==> src/rtl/seq_alu_calc.sv <==
// Sequential calculator: button-loaded operands, single-cycle add/sub,
// shift-add multiply and restoring divide/modulo over WIDTH iterations.
module seq_alu_calc #(
  parameter int WIDTH = 4
) (
  input  logic                 clk,
  input  logic                 rst,
  input  logic [WIDTH-1:0]     inA,
  input  logic [WIDTH-1:0]     inB,
  input  logic                 btnLoadA,
  input  logic                 btnLoadB,
  input  logic                 btnExec,
  input  logic [2:0]           op,
  output logic [2*WIDTH-1:0]   led_out,
  output logic                 flag_out,
  output logic                 busy,
  output logic                 done
);

  localparam int CW = $clog2(WIDTH + 1);

  localparam logic [2:0] OP_ADD = 3'b000;
  localparam logic [2:0] OP_SUB = 3'b001;
  localparam logic [2:0] OP_MUL = 3'b010;
  localparam logic [2:0] OP_DIV = 3'b011;
  localparam logic [2:0] OP_MOD = 3'b100;

  typedef enum logic [1:0] {IDLE, RUN, DONE} state_t;

  state_t               state_q, state_d;
  logic                 loadAPrev_q, loadBPrev_q, execPrev_q;
  logic [WIDTH-1:0]     regA_q, regA_d, regB_q, regB_d;
  logic [WIDTH-1:0]     aW_q, aW_d, bW_q, bW_d;
  logic [2:0]           opW_q, opW_d;
  logic [2*WIDTH-1:0]   work_q, work_d;
  logic [CW-1:0]        cnt_q, cnt_d;
  logic [2*WIDTH-1:0]   led_q, led_d;
  logic                 flag_q, flag_d;
  logic                 done_q, done_d;

  logic                 loadAEdge, loadBEdge, execEdge;
  logic [WIDTH:0]       addSum;
  logic [WIDTH-1:0]     subDiff;
  logic [WIDTH:0]       mulSum;
  logic [2*WIDTH-1:0]   mulNext;
  logic [WIDTH:0]       divShift;
  logic                 divGe;
  logic [WIDTH-1:0]     divDiff;
  logic [2*WIDTH-1:0]   divNext;

  assign loadAEdge = btnLoadA & ~loadAPrev_q;
  assign loadBEdge = btnLoadB & ~loadBPrev_q;
  assign execEdge  = btnExec & ~execPrev_q;

  assign addSum  = {1'b0, regA_q} + {1'b0, regB_q};
  assign subDiff = regA_q - regB_q;

  // Multiply: upper half accumulates, lower half holds the multiplier shifting out.
  assign mulSum  = {1'b0, work_q[2*WIDTH-1:WIDTH]} + (work_q[0] ? {1'b0, aW_q} : '0);
  assign mulNext = {mulSum, work_q[WIDTH-1:1]};

  // Divide: upper half is the partial remainder, lower half trades dividend bits for quotient bits.
  assign divShift = {work_q[2*WIDTH-1:WIDTH], work_q[WIDTH-1]};
  assign divGe    = divShift >= {1'b0, bW_q};
  assign divDiff  = divShift[WIDTH-1:0] - bW_q;
  assign divNext  = {(divGe ? divDiff : divShift[WIDTH-1:0]), work_q[WIDTH-2:0], divGe};

  always_comb begin
    state_d = state_q;
    regA_d  = regA_q;
    regB_d  = regB_q;
    aW_d    = aW_q;
    bW_d    = bW_q;
    opW_d   = opW_q;
    work_d  = work_q;
    cnt_d   = cnt_q;
    led_d   = led_q;
    flag_d  = flag_q;
    done_d  = (state_q == DONE);

    if (state_q != RUN) begin
      if (loadAEdge) regA_d = inA;
      if (loadBEdge) regB_d = inB;
    end

    case (state_q)
      IDLE: begin
        if (execEdge) begin
          opW_d = op;
          aW_d  = regA_q;
          bW_d  = regB_q;
          cnt_d = '0;
          case (op)
            OP_ADD: begin
              led_d   = {{(WIDTH-1){1'b0}}, addSum};
              flag_d  = addSum[WIDTH];
              state_d = DONE;
            end
            OP_SUB: begin
              led_d   = {{WIDTH{1'b0}}, subDiff};
              flag_d  = (regA_q < regB_q);
              state_d = DONE;
            end
            OP_MUL: begin
              work_d  = {{WIDTH{1'b0}}, regB_q};
              state_d = RUN;
            end
            OP_DIV, OP_MOD: begin
              if (regB_q == '0) begin
                led_d   = '0;
                flag_d  = 1'b1;
                state_d = DONE;
              end else begin
                work_d  = {{WIDTH{1'b0}}, regA_q};
                state_d = RUN;
              end
            end
            default: begin
              led_d   = '0;
              flag_d  = 1'b1;
              state_d = DONE;
            end
          endcase
        end
      end
      RUN: begin
        cnt_d  = cnt_q + 1'b1;
        work_d = (opW_q == OP_MUL) ? mulNext : divNext;
        if (cnt_q == CW'(WIDTH - 1)) begin
          state_d = DONE;
          flag_d  = 1'b0;
          if (opW_q == OP_MUL)      led_d = mulNext;
          else if (opW_q == OP_DIV) led_d = {{WIDTH{1'b0}}, divNext[WIDTH-1:0]};
          else                      led_d = {{WIDTH{1'b0}}, divNext[2*WIDTH-1:WIDTH]};
        end
      end
      DONE:    state_d = IDLE;
      default: state_d = IDLE;
    endcase
  end

  always_ff @(posedge clk or posedge rst) begin
    if (rst) begin
      state_q     <= IDLE;
      loadAPrev_q <= 1'b0;
      loadBPrev_q <= 1'b0;
      execPrev_q  <= 1'b0;
      regA_q      <= '0;
      regB_q      <= '0;
      aW_q        <= '0;
      bW_q        <= '0;
      opW_q       <= '0;
      work_q      <= '0;
      cnt_q       <= '0;
      led_q       <= '0;
      flag_q      <= 1'b0;
      done_q      <= 1'b0;
    end else begin
      state_q     <= state_d;
      loadAPrev_q <= btnLoadA;
      loadBPrev_q <= btnLoadB;
      execPrev_q  <= btnExec;
      regA_q      <= regA_d;
      regB_q      <= regB_d;
      aW_q        <= aW_d;
      bW_q        <= bW_d;
      opW_q       <= opW_d;
      work_q      <= work_d;
      cnt_q       <= cnt_d;
      led_q       <= led_d;
      flag_q      <= flag_d;
      done_q      <= done_d;
    end
  end

  assign led_out  = led_q;
  assign flag_out = flag_q;
  assign busy     = (state_q == RUN);
  assign done     = done_q;

endmodule
==> config.mk <==
export PLATFORM = sky130hd
export DESIGN_NAME = seq_alu_calc
export DESIGN_NICKNAME = d
export VERILOG_FILES = /design/src/rtl/seq_alu_calc.sv
export SDC_FILE = /design/constraint.sdc
export NUM_CORES = 1
export LEC_CHECK = 0
export CORE_MARGIN = 2
export CORE_UTILIZATION = 45
export CTS_CLUSTER_SIZE = 10
export DETAILED_ROUTE_END_ITERATION = 12
export GPL_TIMING_DRIVEN = 1
export MAX_ROUTING_LAYER = met4
export PLACE_DENSITY = 0.69
export SLEW_MARGIN = 0
export SYNTH_ARGS = -nofsm -noshare
export SYNTH_HDL_FRONTEND = slang
export SYNTH_SLANG_ARGS = --single-unit
==> constraint.sdc <==
create_clock -name clk -period 3.5 [get_ports clk]
set_input_delay 0.35 -clock clk [delete_from_list [all_inputs] [get_ports clk]]
set_output_delay 0.35 -clock clk [all_outputs]
set_load 0.1 [all_outputs]
==> flow_summary.yaml <==
outcome:
  status: "finished clean"
timing:
  setup_violations: 0
  finClkSkew_ps: 6.11
  slew_headroom: 0.346
  fin_setup_tns_ps: 0
  finalCritPeriodShare: 0.714
  rsz0062_at_grt: "no"
  tightest_slew_ps: 979
  clock.fmax_ghz: 0.400
  drv_slew: 0
  fin_ws_ps: 999
  hold_viol: 0
  finalCriticalPeriod_ps: 2500
global_route:
  grt_pass1_wl_um: 10700
  grt_max_degree: 46
  antenna_found_initial: 0
  grt_usage: 0.217
  grt_overflow: 0
  grt_pass1_vias: 2161
clock_tree:
  cts_root_buffer: "clkbuf_8"
  clock_path_buffers: 2
  clock_sinks: 45
  htree_levels: 2
  cts_buffers: 5
  hold_buffers: 0
  cts.clk_slew.worst_paths_ps: 90
  cts_setup_buffers: 0
  cts_resized: 0
  worstSkewPairLatency_ps: 310
  cts_tree: "yes"
setup_path:
  critPathTopFamily: "buffers and inverters"
  critPathKind: "reg -> out"
  path_max_fanout: 21
  cp-startpoint: "state_q[0]$_DFFE_PP0P_"
  crit_top_cell: "buf_4"
  r2r_cells: 6
  r2r_slack_ps: 1000
  arrival_ps: 2150
  r2r_start: "work_q[4]$_DFFE_PP0P_"
  crit_end: "busy"
  timing.critical_path.required_ps: 3150
  path_depth: 4
  cp-start-kind: "flip-flop"
  slowest_delay_ps: 630
  worstSetupEndpointType: "output pin"
  crit_path_cell_trace: "or2b_1, inv_1, buf_4, buf_4"
  cpMaxStageDelayCell: "or2b_1"
  cp_num_buf_inv: 3
  r2r-end: "led_out[1]$_DFFE_PP0P_"
synthesis:
  syn_inst: 296
  syn_avg_cell_area_um2: 9.39
  synth_edf_count: 0
  yosysUniqueCellTypes: 57
  ys_ff_latch: 45
  synth_fp_nets: 334
  seq_area_frac_synth: 0.405
  synthFlopType: "dfrtp_1"
  ys_warn_count: 0
  synth_area_um2: 2780
  yosysTopAreaCellShare: 0.405
  synthTopCellsByCount: "dfrtp_1 (45), nand2_1 (41), o21ai_0 (26)"
  yosysMostFrequentCell: "dfrtp_1"
  async_flop_share: 1.00
  synth.largest_area_cell: "dfrtp_1"
  synth.area.top_cells: "dfrtp_1 (41%), ha_1 (8.1%), nand2_1 (5.5%)"
detailed_routing:
  routed.top_layer: "met4"
  antenna_left: 0
  dr_wl_met3_um: 314
  wl_per_cell_um: 16.2
  drtIter0Drc: 189
  drt-total-wl_um: 6440
  vias: 2206
  dr.pass1.iters: 4
  drt-met1-wl_um: 3010
  wl_met2_um: 2980
  drc: 0
  vias_per_cell: 5.56
min_path:
  hold_class: "reg -> reg"
floorplan:
  die-height_um: 82.6
  rows: 28
  start_util: 0.467
  io_pins: 27
  dieWidth_um: 82.6
  core_region_area_um2: 5960
  fp.dieArea_um2: 6820
pwr:
  p_leak_nw: 1.44
  power.density_nw_per_um2: 959
  ir_worst_vdd_mv: 0.497
placement:
  gp_congestion: 0.901
  hpwl_um: 4840
  portBuffers: 26
  place_ws_ps: 797
cells_and_area:
  area_growth_pct: 16.0
  drive_above_1_share: 0.0870
  n_fill_cell: 548
  nNetsFinal: 359
  n_antenna_cell: 0
job:
  maxCapViolCount: 0
[registers in the layout (all words and copies together), names as in the netlist]
signal	flops
flag_out	1
cnt_q	3
execPrev_q	1
led_out	8
opW_q	3
regA_q	4
regB_q	4
work_q	8
bW_q	4
loadBPrev_q	1
state_q	2
aW_q	4
loadAPrev_q	1
done	1
[tightest hold or removal path: cells and delay by family, from the launching register on]
kind | cells | cell delay, ps
flip-flops | 1 | 350
AO/OA/AOI/OAI | 1 | 60
AND/OR/NAND/NOR | 1 | 40
[through the flow]
stage / hold WS (ps) / total power, mW / std cells / instance area, um^2 / util
4_1_cts: 489 / 3.11 / 397 / 3230 / 0.542
3_3_place_gp: 460 / 2.65 / 389 / 3110 / 0.523
2_1_floorplan: 381 / 2.25 / 296 / 2780 / -
3_5_place_dp: 468 / 2.69 / 389 / 3110 / 0.523
5_1_grt: 488 / 3.36 / 397 / 3230 / 0.542
6_report: 485 / 3.09 / 397 / 3230 / 0.542
[cells by family after synthesis]
group           Yosys count  synth area share
buf+inv                  32            0.0482
fa+ha+maj                22             0.110
simple gates            100             0.175
mux                      15            0.0572
xor+xnor                  4            0.0126
flops                    45             0.405
compound gates           78             0.193
[power by group]
part,switching [mW],internal (mW),leakage (nW),total [mW]
clock network,0.196,0.214,0.0585,0.410
logic,1.07,0.670,0.821,1.74
registers,0.220,0.722,0.563,0.943
[final cells by class]
class | count | area [um^2] | area share
Clock buffer | 5 | 68.8 | 0.0213
Tap cell | 75 | 93.8 | 0.0291
Multi-Input combinational cell | 219 | 1530 | 0.473
Sequential cell | 45 | 1130 | 0.349
Timing Repair Buffer | 31 | 295 | 0.0915
Clock inverter | 3 | 43.8 | 0.0136
Inverter | 19 | 71.3 | 0.0221
[worst min path at each step]
stage | startpoint | endpoint | cells after the start
after floorplan | btnExec | execPrev_q$_DFF_PP0_ | 0
after detailed placement | aW_q[1]$_DFFE_PP0P_ | aW_q[1]$_DFFE_PP0P_ | 2
final | aW_q[1]$_DFFE_PP0P_ | aW_q[1]$_DFFE_PP0P_ | 2
after CTS | aW_q[1]$_DFFE_PP0P_ | aW_q[1]$_DFFE_PP0P_ | 2
after global routing | btnLoadA | loadAPrev_q$_DFF_PP0_ | 1
after global placement | aW_q[1]$_DFFE_PP0P_ | aW_q[1]$_DFFE_PP0P_ | 2
[routing by layer]
metal | up-vias | GRT usage
met5 | - | -
met4 | 0 | 0.0656
met3 | 13 | 0.0446
met2 | 62 | 0.339
met1 | 1037 | 0.285
li1 | 1094 | -
[cells in the final DEF, fill, tap and decap left out, drive strengths merged, types with 2 or more instances in the layout]
cell / count
dfrtp: 45
nand2: 41
o21ai: 28
clkdlybuf4s50: 25
inv: 20
nor2: 18
ha: 18
a21oi: 9
nand3: 9
mux2i: 8
mux2: 7
o211ai: 6
and2: 6
buf: 6
o21a: 5
nor2b: 5
clkbuf: 5
nor3b: 4
nand2b: 4
a21o: 4
a31oi: 4
fa: 4
a211oi: 4
xnor2: 3
o22ai: 3
o31a: 2
a211o: 2
a22oi: 2
nor4: 2
or4: 2
a31o: 2
or2: 2
No activity file was read; power rests on OpenSTA's default activity.
